<file path="src/rtl/dict_value_frame_sequencer_if.sv">
// rtl/dict_value_frame_sequencer_if.sv - frame-in and result-out handshake bundle for the sequencer
interface dict_value_frame_sequencer_if #(
    parameter int STREAM_LEN = 128,
    parameter int OUT_W      = 64
);
    logic [STREAM_LEN-1:0] frame_in;
    logic                  frame_valid;
    logic                  frame_ready;
    logic [OUT_W-1:0]      result;
    logic                  result_valid;
    logic                  result_ready;

    // master: frame source plus result consumer; slave: the sequencer
    modport master (
        output frame_in, frame_valid, result_ready,
        input  frame_ready, result, result_valid
    );

    modport slave (
        input  frame_in, frame_valid, result_ready,
        output frame_ready, result, result_valid
    );
endinterface

</file>
<file path="src/rtl/dict_value_frame_sequencer.sv">
// rtl/dict_value_frame_sequencer.sv - serialises frames into the dictionary compressor and returns its result
// Optional WAIT-state watchdog enabled by defining DICT_SEQ_TIMEOUT_EN.
module dict_value_frame_sequencer #(
    parameter int  CHUNK_SIZE     = 8,
    parameter int  CODEBOOK_SIZE  = 16,
    parameter int  NUM_CHUNKS     = 16,
    parameter int  TIMEOUT_CYCLES = 64,
    localparam int INDEX_BITS     = $clog2(CODEBOOK_SIZE),
    localparam int STREAM_LEN     = NUM_CHUNKS * CHUNK_SIZE,
    localparam int OUT_W          = NUM_CHUNKS * INDEX_BITS
) (
    input  logic                                clk,
    input  logic                                rst_n,
    dict_value_frame_sequencer_if.slave         bus,
    output logic                                comp_start,
    output logic                                comp_data_in,
    output logic                                comp_data_valid,
    input  logic [OUT_W-1:0]                    comp_output,
    input  logic                                comp_done,
    output logic                                busy,
    output logic                                timeout_err,
    output logic [15:0]                         frame_count
);
    localparam int CNT_W = $clog2(STREAM_LEN);
    localparam logic [CNT_W-1:0] LAST_BIT = CNT_W'(STREAM_LEN - 1);

    if (TIMEOUT_CYCLES < 1) begin : g_timeout_check
        $error("TIMEOUT_CYCLES must be at least 1");
    end

    typedef enum logic [2:0] {
        S_IDLE,
        S_START,
        S_SHIFT,
        S_WAIT,
        S_OUT
    } state_t;

    state_t                state;
    logic [STREAM_LEN-1:0] shreg;
    logic [CNT_W-1:0]      bit_cnt;

`ifdef DICT_SEQ_TIMEOUT_EN
    localparam int WD_W = $clog2(TIMEOUT_CYCLES + 1);
    localparam logic [WD_W-1:0] WD_LAST = WD_W'(TIMEOUT_CYCLES - 1);
    logic [WD_W-1:0] wdog;
`else
    assign timeout_err = 1'b0;
`endif

    // All handshake and compressor-side outputs are registered alongside the state.
    always_ff @(posedge clk or negedge rst_n) begin
        if (!rst_n) begin
            state            <= S_IDLE;
            shreg            <= '0;
            bit_cnt          <= '0;
            bus.frame_ready  <= 1'b1;
            bus.result       <= '0;
            bus.result_valid <= 1'b0;
            comp_start       <= 1'b0;
            comp_data_in     <= 1'b0;
            comp_data_valid  <= 1'b0;
            busy             <= 1'b0;
            frame_count      <= '0;
`ifdef DICT_SEQ_TIMEOUT_EN
            wdog             <= '0;
            timeout_err      <= 1'b0;
`endif
        end else begin
            case (state)
                S_IDLE: begin
                    if (bus.frame_valid) begin
                        shreg           <= bus.frame_in;
                        bit_cnt         <= '0;
                        comp_start      <= 1'b1;
                        bus.frame_ready <= 1'b0;
                        busy            <= 1'b1;
                        state           <= S_START;
                    end
                end
                S_START: begin
                    // First bit leaves here so data_valid is gap-free for the whole frame.
                    comp_start      <= 1'b0;
                    comp_data_valid <= 1'b1;
                    comp_data_in    <= shreg[STREAM_LEN-1];
                    shreg           <= {shreg[STREAM_LEN-2:0], 1'b0};
                    state           <= S_SHIFT;
                end
                S_SHIFT: begin
                    if (bit_cnt == LAST_BIT) begin
                        comp_data_valid <= 1'b0;
                        comp_data_in    <= 1'b0;
                        state           <= S_WAIT;
`ifdef DICT_SEQ_TIMEOUT_EN
                        wdog            <= '0;
`endif
                    end else begin
                        comp_data_in <= shreg[STREAM_LEN-1];
                        shreg        <= {shreg[STREAM_LEN-2:0], 1'b0};
                        bit_cnt      <= bit_cnt + 1'b1;
                    end
                end
                S_WAIT: begin
                    if (comp_done) begin
                        bus.result       <= comp_output;
                        bus.result_valid <= 1'b1;
                        state            <= S_OUT;
                    end
`ifdef DICT_SEQ_TIMEOUT_EN
                    else if (wdog == WD_LAST) begin
                        bus.result       <= '0;
                        bus.result_valid <= 1'b1;
                        timeout_err      <= 1'b1;
                        state            <= S_OUT;
                    end else begin
                        wdog <= wdog + 1'b1;
                    end
`endif
                end
                S_OUT: begin
                    if (bus.result_ready) begin
                        bus.result_valid <= 1'b0;
                        bus.frame_ready  <= 1'b1;
                        busy             <= 1'b0;
                        frame_count      <= frame_count + 16'd1;
                        state            <= S_IDLE;
`ifdef DICT_SEQ_TIMEOUT_EN
                        timeout_err      <= 1'b0;
`endif
                    end
                end
                default: state <= S_IDLE;
            endcase
        end
    end
endmodule

</file>
<file path="src/flat_wrapper.sv">
// flat-port wrapper written by rule: the top's interface ports become plain ports
module dict_value_frame_sequencer_flat 
#(
    parameter int  CHUNK_SIZE     = 8,
    parameter int  CODEBOOK_SIZE  = 16,
    parameter int  NUM_CHUNKS     = 16,
    parameter int  TIMEOUT_CYCLES = 64,
    localparam int INDEX_BITS     = $clog2(CODEBOOK_SIZE),
    localparam int STREAM_LEN     = NUM_CHUNKS * CHUNK_SIZE,
    localparam int OUT_W          = NUM_CHUNKS * INDEX_BITS
)
  (clk, rst_n, comp_start, comp_data_in, comp_data_valid, comp_output, comp_done, busy, timeout_err, frame_count, bus_frame_in, bus_frame_valid, bus_result_ready, bus_frame_ready, bus_result, bus_result_valid);
  dict_value_frame_sequencer_if #(.STREAM_LEN((128)), .OUT_W((64))) bus_i ();
  input  logic clk;
  input  logic rst_n;
  output logic comp_start;
  output logic comp_data_in;
  output logic comp_data_valid;
  input  logic [OUT_W-1:0] comp_output;
  input  logic comp_done;
  output logic busy;
  output logic timeout_err;
  output logic [15:0] frame_count;
  input wire logic [$bits(bus_i.frame_in)-1:0] bus_frame_in;
  input wire logic [$bits(bus_i.frame_valid)-1:0] bus_frame_valid;
  input wire logic [$bits(bus_i.result_ready)-1:0] bus_result_ready;
  output wire logic [$bits(bus_i.frame_ready)-1:0] bus_frame_ready;
  output wire logic [$bits(bus_i.result)-1:0] bus_result;
  output wire logic [$bits(bus_i.result_valid)-1:0] bus_result_valid;
  assign bus_i.frame_in = bus_frame_in;
  assign bus_i.frame_valid = bus_frame_valid;
  assign bus_i.result_ready = bus_result_ready;
  assign bus_frame_ready = bus_i.frame_ready;
  assign bus_result = bus_i.result;
  assign bus_result_valid = bus_i.result_valid;
  dict_value_frame_sequencer #(.CHUNK_SIZE(CHUNK_SIZE), .CODEBOOK_SIZE(CODEBOOK_SIZE), .NUM_CHUNKS(NUM_CHUNKS), .TIMEOUT_CYCLES(TIMEOUT_CYCLES)) u_core (.clk(clk), .rst_n(rst_n), .bus(bus_i), .comp_start(comp_start), .comp_data_in(comp_data_in), .comp_data_valid(comp_data_valid), .comp_output(comp_output), .comp_done(comp_done), .busy(busy), .timeout_err(timeout_err), .frame_count(frame_count));
endmodule
</file>
<file path="config.mk">
export PLATFORM = sky130hd
export DESIGN_NAME = dict_value_frame_sequencer_flat
export DESIGN_NICKNAME = d
export VERILOG_FILES = /design/src/rtl/dict_value_frame_sequencer_if.sv /design/src/rtl/dict_value_frame_sequencer.sv /design/src/flat_wrapper.sv
export SDC_FILE = /design/constraint.sdc
export NUM_CORES = 1
export LEC_CHECK = 0
export BUFFER_PORTS_ARGS = -buffer_cell sky130_fd_sc_hd__buf_4
export CAP_MARGIN = 10
export CELL_PAD_IN_SITES_DETAIL_PLACEMENT = 1
export CELL_PAD_IN_SITES_GLOBAL_PLACEMENT = 1
export CORE_UTILIZATION = 45
export DETAILED_ROUTE_END_ITERATION = 12
export GPL_TIMING_DRIVEN = 0
export PLACE_DENSITY_LB_ADDON = 0.08
export SLEW_MARGIN = 5
export SYNTH_ARGS = -nofsm -noshare
export SYNTH_HDL_FRONTEND = slang
export SYNTH_SLANG_ARGS = --single-unit
</file>
<file path="constraint.sdc">
create_clock -name clk -period 5.2 [get_ports clk]
set_input_delay 1.04 -clock clk [delete_from_list [all_inputs] [get_ports clk]]
set_output_delay 1.04 -clock clk [all_outputs]
set_load 0.05 [all_outputs]
</file>
==> results_dict.tcl, run 1 <==
set metrics [dict create \
    wl_mm 24.1 \
    clock_latency_ns 0.52 \
    grt_antenna_before_repair 0 \
    slew_viol_final 0 \
    drive_gt1_share_pct 67.1 \
    path_max_fanout 2 \
    finish.utilization_pct 60.4 \
    clk_path_buf_depth 3 \
    ios 284 \
    routed-via-count 6679 \
    clock_skew_ns 0.0158 \
    fin_setup_tns_ns 0 \
    n_antenna_cell 0 \
    arrival_ns 1.25 \
    numPortBuffers 282 \
    max_stage_delay_ns 0.52 \
    path_buf_inv 1 \
    met2_usage_pct 32.6 \
    worstMarginPinSlew_ns 0.615 \
    clkSlewWorstSetupHoldPaths_ns 0.06 \
    syn-num-nets 890 \
    max-cap-violations 0 \
    reg2reg_depth 7 \
    fillers 2276 \
    post-synth-top-area-cell "dfrtp_1" \
    holdBufCountCts 0 \
    ys_top_cells_by_count "223 x dfrtp_1, 200 x mux2_2, 119 x mux2_4" \
    ir_worst_vdd_mv 0.399 \
    busiest_layer "met2" \
    rsz0062_at_grt "false" \
    die_w_um 157 \
    slew-limit-headroom_pct 59.0 \
    grt_pass1_vias 7306 \
    ys_seq_area_share_pct 52.1 \
    critPathRequiredTime_ns 4.16 \
    setup_viol 0 \
    syn_to_final_growth_pct 31.6 \
    gr-usage-met1_pct 25.8 \
    dp_hpwl_mm 17.3 \
    grt_start_max_net_pins 82 \
    seq_area_um2 5610 \
    ys_warn_count 0 \
    critPathKind "register to output pin" \
    cts_resized 0 \
    final_nets 1203 \
    drc 0 \
    power_leakage_nw 6.79 \
    ctsHtreeMaxLevel 1 \
    initial_utilization_pct 45.9 \
    drtIter0Drc 179 \
    yosys-top-cells-area "dfrtp_1 52%, mux2_2 21%, mux2_4 17%" \
    die_y_um 157 \
    grt_overflow_total 0 \
    grtUsageMet3_pct 6.40 \
    status "completed" \
    synth_most_common_cell "dfrtp_1" \
    core_um2 23500 \
    fmax_mhz 438 \
    grt_pass1_wl_mm 38.7 \
    syn_area_um2 10800 \
    synth_ff_type "dfrtp_1" \
    postSynthCellCount 691 \
    synth_edf_count 0 \
    drt-pass1-iter-count 4 \
    end_kind "output pin" \
    vias_per_cell 4.98 \
    hp-class "input port to async pin" \
    ys_ff_latch 224 \
    numCtsBuffers 27 \
    root_buffer "clkbuf_16" \
    path_cells "buf_4" \
    cts.sinks 224 \
    syn_avg_cell_area_um2 15.6 \
    cts_tree "done" \
    crit_path_start_kind "register" \
    period_share_pct 43.9 \
    drtAntennaViolNets 0 \
    powerDensity_nw_per_um2 813 \
    post_cts_buffers 0 \
    grtUsageTotal_pct 19.9 \
    multi_input_area_um2 4710 \
    whs_ns 0.472 \
    async_reset_ff_share_pct 100 \
    die-area_um2 24500 \
    synth_top_area_share_pct 51.8 \
    finalCriticalPeriod_ns 2.29 \
    rows 56 \
    cp_top_family "flip-flops" \
    hold_viol_final 0 \
    crit_slowest_cell "dfstp_2" \
    ys_types 45 \
    crit_cells 1 \
    routabilityCongestion 0.724 \
    routedWlPerCell_um 18.0 \
]
## registers in the layout, indices dropped and copies added (netlist names), 3 cells and up
| name | count |
|---|---|
| u_core.state | 3 |
| u_core.bit_cnt | 7 |
| u_core.frame_count | 16 |
| u_core.bus.result | 64 |
| u_core.shreg | 128 |
## cells in the final DEF (no fill, tap or decap), types with 4 or more instances in the layout
cell         n
clkinv_2     4
nor2_1      10
xnor2_1     10
o21ai_0      5
mux2_4     119
clkbuf_1    13
buf_6        5
buf_2       11
nand2_1     10
nand3_1     11
a21oi_1      5
mux2_2     200
clkbuf_16   27
xor2_1       6
clkbuf_8     6
dfrtp_1    223
buf_4      290
a31oi_1      4
inv_1        7
buf_12      11
nand4_1      7
## final timing paths
| path | from | endpoint | slack (ns) |
|---|---|---|---|
| worst max register to register | u_core.state[0] | u_core.shreg[56] | 2.95 |
| worst min register to register | u_core.frame_count[15] | u_core.frame_count[15] | 0.47 |
| min in group clk | u_core.frame_count[15] | u_core.frame_count[15] | 0.47 |
| max in group asynchronous | rst_n | u_core.bus.frame_ready | 3.92 |
| worst max-delay path | u_core.bus.frame_ready | bus_frame_ready | 2.91 |
| worst min-delay path | rst_n | u_core.bus.result[10] | 0.47 |
## metal layers
layer	vias to the layer above	share of wire (%)	wire length, um
met3	27	8.0	1930
met4	0	1.5	353
met2	183	48	11700
met1	3371	42	10100
li1	3098	-	-
met5	-	0	0
## layout make-up
class / count / area share, %
tap: 319 / 2.82
buffer: 41 / 3.00
clock inverter: 5 / 0.203
sequential: 224 / 39.6
inverter: 7 / 0.185
timing repair buffer: 284 / 15.4
clock buffer: 43 / 5.62
multi-input combinational: 419 / 33.2
## power by group
group / internal, W / leakage [nW] / switching [W]
Clock: 0.00104 / 0.407 / 0.000706
Combinational: 0.00376 / 3.70 / 0.00290
Sequential: 0.00264 / 2.68 / 0.000474
Total: 0.00744 / 6.79 / 0.00408
## cell families after synthesis
logic type | share of synthesized area (%)
muxes | 37.7
other | 0.0348
adders and majority gates | 0.232
xor gates and xnor gates | 1.30
DFF | 52.1
buffers and inverters | 4.20
and+or+nand+nor | 2.85
AOI/OAI and AO/OA | 1.62
## per-stage QoR
step | power (W) | area (um^2) | std cells | worst slack (ns)
6_report | 0.0115 | 14200 | 1342 | 2.91
5_1_grt | 0.0122 | 14200 | 1342 | 2.77
4_1_cts | 0.0117 | 14200 | 1342 | 2.87
3_5_place_dp | 0.00986 | 13300 | 1294 | 2.60
3_3_place_gp | 0.00967 | 13300 | 1292 | 1.23
2_1_floorplan | 0.00847 | 10800 | 691 | 2.99
No activity file was read; power rests on OpenSTA's default activity.
==> run 2: changes to the inputs <==
--- a/config.mk
+++ b/config.mk
@@ -5,11 +5,12 @@
 export SDC_FILE = /design/constraint.sdc
 export NUM_CORES = 1
 export LEC_CHECK = 0
+export ABC_AREA = 1
 export BUFFER_PORTS_ARGS = -buffer_cell sky130_fd_sc_hd__buf_4
 export CAP_MARGIN = 10
 export CELL_PAD_IN_SITES_DETAIL_PLACEMENT = 1
 export CELL_PAD_IN_SITES_GLOBAL_PLACEMENT = 1
-export CORE_UTILIZATION = 45
+export CORE_UTILIZATION = 34
 export DETAILED_ROUTE_END_ITERATION = 12
 export GPL_TIMING_DRIVEN = 0
 export PLACE_DENSITY_LB_ADDON = 0.08
==> constraint.sdc (replaced) <==
create_clock -name clk -period 2.1 [get_ports clk]
set_input_delay 0.42 -clock clk [delete_from_list [all_inputs] [get_ports clk]]
set_output_delay 0.42 -clock clk [all_outputs]
set_load 0.05 [all_outputs]
==> results_dict.tcl, run 2 <==
set metrics [dict create \
    syn_to_final_growth_pct 34.4 \
    die_w_um 178 \
    ys_ff_latch 224 \
    routedWlPerCell_um 14.8 \
    layout_common_cells "972 x nand2_1, 293 x buf_4, 223 x dfrtp_1" \
    slew_viol_final 0 \
    clock_skew_ns 0.0104 \
    ctsHtreeMaxLevel 1 \
    dp_hpwl_mm 23.1 \
    period_share_pct 88.7 \
    powerDensity_nw_per_um2 684 \
    ys_top_cells_by_count "972 x nand2_1, 223 x dfrtp_1, 78 x nand3_1" \
    async_reset_ff_share_pct 100 \
    initial_utilization_pct 34.5 \
    routabilityCongestion 0.757 \
    ys_seq_area_share_pct 53.3 \
    synth_ff_type "dfrtp_1" \
    ys_warn_count 0 \
    ir_worst_vdd_mv 0.489 \
    critPathRequiredTime_ns 2.56 \
    die_y_um 178 \
    post_cts_buffers 0 \
    end_kind "register" \
    cts_tree "done" \
    grt_overflow_total 0 \
    post-synth-top-area-cell "dfrtp_1" \
    numPortBuffers 282 \
    ys_types 29 \
    post_dp_cell_area_um2 13200 \
    final_common_cell "nand2_1" \
    grt_start_max_net_pins 106 \
    crit_path_start_kind "register" \
    setup_viol 0 \
    slew-limit-headroom_pct 61.0 \
    status "completed" \
    syn_avg_cell_area_um2 7.36 \
    clkSlewWorstSetupHoldPaths_ns 0.06 \
    core_um2 30500 \
    clock_latency_ns 0.52 \
    crit_top_cell "nand2_1" \
    pre_cts_ws_ns 0.211 \
    ios 284 \
    hp-class "input port to register" \
    finalCriticalPeriod_ns 1.86 \
    max_stage_delay_ns 0.44 \
    path_max_fanout 10 \
    final_nets 1941 \
    synth_edf_count 0 \
    whs_ns 0.124 \
    synth_most_common_cell "nand2_1" \
    root_buffer "clkbuf_16" \
    wl_mm 32.0 \
    max-cap-violations 0 \
    drtIter0Drc 359 \
    crit_slowest_cell "dfrtp_1" \
    largest_register_ffs 128 \
    die-area_um2 31600 \
    setup_ws_ns 0.237 \
    cts.sinks 224 \
    postSynthCellCount 1428 \
    clk_path_buf_depth 3 \
    drt-pass1-iter-count 6 \
    worstMarginPinSlew_ns 0.585 \
    arrival_ns 2.32 \
    grt_antenna_before_repair 2 \
    grtUsageTotal_pct 20.7 \
    grt_pass1_vias 10426 \
    vias_per_cell 4.61 \
    drtAntennaViolNets 0 \
    regMostFlops "u_core.shreg" \
    rsz0062_at_grt "false" \
    path_cells "nor2_4 > nand2_2 > nand2_1 > buf_2 > buf_2 > nand2_1 > nand2_1 > nand2_1 > nand2_1" \
    largestRegisters "u_core.shreg (128), u_core.bus.result (64), u_core.frame_count (16)" \
    rows 64 \
    numCtsBuffers 27 \
    n_antenna_cell 0 \
    syn_area_um2 10500 \
    fin_area_um2 14100 \
    yosys-top-cells-area "dfrtp_1 53%, nand2_1 35%, nand3_1 3.7%" \
    fin_setup_tns_ns 0 \
    synth_top_area_share_pct 53.1 \
    syn-num-nets 1627 \
    routed-via-count 9944 \
    fmax_mhz 537 \
    power_leakage_nw 8.37 \
    drc 0 \
    hold_viol_final 0 \
    grt_pass1_wl_mm 53.0 \
    drive_gt1_share_pct 22.6 \
    critPathKind "register to register" \
]
[run 2: worst paths after layout]
check,start,to,slack [ns],cells after the start
min in group asynchronous,rst_n,u_core.shreg[102],0.37,2
worst min register to register,u_core.bus.result[50],u_core.bus.result[50],0.47,2
max in group asynchronous,rst_n,u_core.bus.result[36],0.49,4
worst max-delay path,u_core.state[2],u_core.shreg[39],0.24,9
worst min-delay path,comp_output[30],u_core.bus.result[30],0.12,3
worst max register to register,u_core.state[2],u_core.shreg[39],0.24,9
[run 2: area by class of cell]
class                   count  area, um^2
fillers                  3845       16400
clock buffers              39         781
flip-flops and latches    224        5610
plain buffers              77         437
inverters                  22        82.6
repair buffers            285        2190
well taps                 396         495
multi-input cells        1105        4390
clock inverters            10         150
[run 2: repair_timing]
action | 4_1_cts | 5_1_grt
hold endpoints to repair | 40 | 0
setup endpoints to repair | 0 | 0
hold buffers | 1 | 0
resized for setup | 0 | 0
[run 2: power by group]
part / total, W / internal, W / switching (W)
logic: 0.000421 / 0.000244 / 0.000177
registers: 0.00432 / 0.00432 / 0
clock network: 0.00492 / 0.00305 / 0.00186
[run 2: stage by stage]
| stage | util (%) | total power (W) | cells |
|---|---|---|---|
| floorplan | - | 0.00442 | 1428 |
| global placement | 43.0 | 0.00481 | 2106 |
| detailed placement | 43.2 | 0.00483 | 2108 |
| CTS | 46.3 | 0.00983 | 2158 |
| global route | 46.3 | 0.00999 | 2158 |
| finish | 46.3 | 0.00966 | 2158 |
[run 2: critical path: cells and delay by family (launching register included)]
family / cells / cell delay (ns)
buf+inv: 2 / 0.60
simple gates: 7 / 0.75
flops: 1 / 0.44
[run 2: logic make-up (layout without fill, tap and decap cells)]
family          after synthesis  in the layout  share of synthesized area, %
fa+ha+maj                     2              2                         0.238
other cells                   1              1                        0.0357
xor+xnor                      8              8                         0.667
flops                       224            224                          53.3
compound gates                7              7                         0.369
simple gates               1087           1087                          40.4
buf+inv                      99            433                          4.94
[run 2: layer usage]
metal  global-route usage [%]  part of all wire [%]  vias to the layer above
li1                         -                     -                     4960
met1                     26.3                    43                     4699
met2                     34.7                    47                      237
met3                     6.45                   8.1                       44
met4                     4.20                   1.7                        4
met5                        0                 0.084                        -
==> run 3: changes to the inputs <==
==> constraint.sdc (replaced) <==
create_clock -name clk -period 2.1 [get_ports clk]
set_input_delay 0.21 -clock clk [delete_from_list [all_inputs] [get_ports clk]]
set_output_delay 0.21 -clock clk [all_outputs]
set_load 0.05 [all_outputs]
==> results_dict.tcl, run 3 (synthesized netlist as in run 2, its figures left out) <==
set metrics [dict create \
    hold_viol_final 0 \
    rr_startpoint "u_core.bit_cnt[0]" \
    dp_hpwl_mm 23.1 \
    grt_pass1_wl_mm 59.2 \
    core_um2 30500 \
    initial_utilization_pct 34.5 \
    ctsHtreeMaxLevel 1 \
    die-area_um2 31600 \
    drt-pass1-iter-count 4 \
    seq_area_um2 5610 \
    grt_pass1_vias 11813 \
    vias_per_cell 4.61 \
    drive_gt1_share_pct 20.4 \
    final_nets 2126 \
    status "completed" \
    place_inst 2108 \
    max-cap-violations 0 \
    wl_mm 36.1 \
    arrival_ns 2.31 \
    worstMarginPinSlew_ns 0.612 \
    stdcell_count 2345 \
    fillers 3754 \
    powerDensity_nw_per_um2 625 \
    power_leakage_nw 9.15 \
    hold_depth 5 \
    grt_start_max_net_pins 106 \
    cts_tree "done" \
    rsz0062_at_grt "false" \
    fmax_mhz 540 \
    crit_path_start_kind "register" \
    rows 64 \
    numCtsBuffers 27 \
    max_stage_delay_ns 0.41 \
    slew-limit-headroom_pct 59.2 \
    die_y_um 178 \
    clk_path_buf_depth 3 \
    r2r_setup_slack_ns 0.25 \
    crit_end "u_core.shreg[117]" \
    ios 284 \
    finish.utilization_pct 52.4 \
    crit_start "u_core.bit_cnt[0]" \
    grtUsageTotal_pct 23.1 \
    die_w_um 178 \
    setup_viol 0 \
    regMostFlops "u_core.shreg" \
    clkSlewWorstSetupHoldPaths_ns 0.06 \
    crit_slowest_cell "dfrtp_1" \
    critPathRequiredTime_ns 2.56 \
    cts.sinks 224 \
    drtAntennaViolNets 0 \
    routedWlPerCell_um 15.4 \
    multi_input_area_um2 4390 \
    drc 0 \
    largestRegisters "u_core.shreg (128), u_core.bus.result (64), u_core.frame_count (16)" \
    post_cts_buffers 0 \
    syn_to_final_growth_pct 52.1 \
    routabilityCongestion 0.757 \
    period_share_pct 88.1 \
    reg2reg_depth 10 \
    grt_antenna_before_repair 4 \
    final_common_cell "nand2_1" \
    end_kind "register" \
    rr_endpoint "u_core.shreg[117]" \
    grt_overflow_total 0 \
    layout_common_cells "972 x nand2_1, 293 x buf_4, 223 x dfrtp_1" \
    largest_register_ffs 128 \
    clock_latency_ns 0.52 \
    numPortBuffers 282 \
    drtIter0Drc 394 \
    root_buffer "clkbuf_16" \
    hp-class "input port to register" \
    slew_viol_final 0 \
    clock_skew_ns 0.00703 \
    finalCriticalPeriod_ns 1.85 \
    ir_worst_vdd_mv 0.485 \
    critPathKind "register to register" \
    path_cells "ha_1 > nand3_1 > inv_1 > nand3_2 > nand2_4 > inv_2 > buf_6 > buf_6 > nand2_1 > nand2_1" \
    routed-via-count 10822 \
    path_max_fanout 10 \
]
## run 3: cell count changes in the layout (fill, tap and decap cells not counted)
| cell | previous run | this run |
|---|---|---|
| buf_2 | 40 | 39 |
| clkbuf_4 | 0 | 1 |
| dlygate4sd3_1 | 1 | 186 |
| diode_2 | 0 | 2 |
## run 3: how the worst min path moves through the flow
| stage | start | endpoint | slack, ns |
|---|---|---|---|
| finish | bus_frame_in[57] | u_core.shreg[57] | 0.002 |
| floorplan | rst_n | u_core.bit_cnt[0] | -0.09 |
| detailed placement | rst_n | u_core.shreg[102] | 0.12 |
| CTS | bus_frame_in[116] | u_core.shreg[116] | 0.0005 |
| global placement | comp_output[51] | u_core.bus.result[51] | 0.44 |
| global route | bus_frame_in[57] | u_core.shreg[57] | 0.01 |
## run 3: repair_timing
action / 4_1_cts / 5_1_grt
hold endpoints to repair: 304 / 0
setup endpoints to repair: 0 / 1
hold buffers: 186 / 0
resized for setup: 0 / 1
## run 3: per-layer routing
layer | GRT usage, % | up-vias | share of wire, %
met5 | 0 | - | 0.075
met4 | 5.56 | 4 | 2.0
met2 | 41.3 | 242 | 49
met3 | 5.72 | 54 | 6.0
li1 | - | 5334 | -
met1 | 27.7 | 5188 | 43
## run 3: per-stage QoR
step           TNS [ns]  hold slack [ns]  total power (W)  setup WS [ns]  cell area [um^2]
6_report              0          0.00246          0.00999          0.249             16000
5_1_grt               0           0.0100           0.0103         0.0690             16000
4_1_cts               0         0.000493           0.0101          0.204             16000
3_5_place_dp          0            0.116          0.00483          0.211             13200
3_3_place_gp    -248.17            0.442          0.00481          -1.13             13100
2_1_floorplan         0          -0.0856          0.00442          0.359             10500
## run 3: layout make-up
cell class | count | area share (%)
Buffer | 77 | 2.75
Clock buffer | 39 | 4.88
Tap cell | 396 | 3.10
Timing Repair Buffer | 470 | 25.3
Inverter | 22 | 0.517
Clock inverter | 10 | 0.939
Antenna cell | 2 | 0.0313
Sequential cell | 224 | 35.1
Multi-Input combinational cell | 1105 | 27.4
## run 3: power by group
part	internal (W)	switching (W)	leakage [nW]
logic	0.000469	0.000255	5.59
registers	0.00432	0	3.09
clock network	0.00306	0.00190	0.463
## run 3: critical path, delay by kind of cell (launching register included)
kind	cells	cell delay, ns
buffers and inverters	4	0.68
and+or+nand+nor	5	0.46
adders and majority gates	1	0.23
DFF	1	0.41
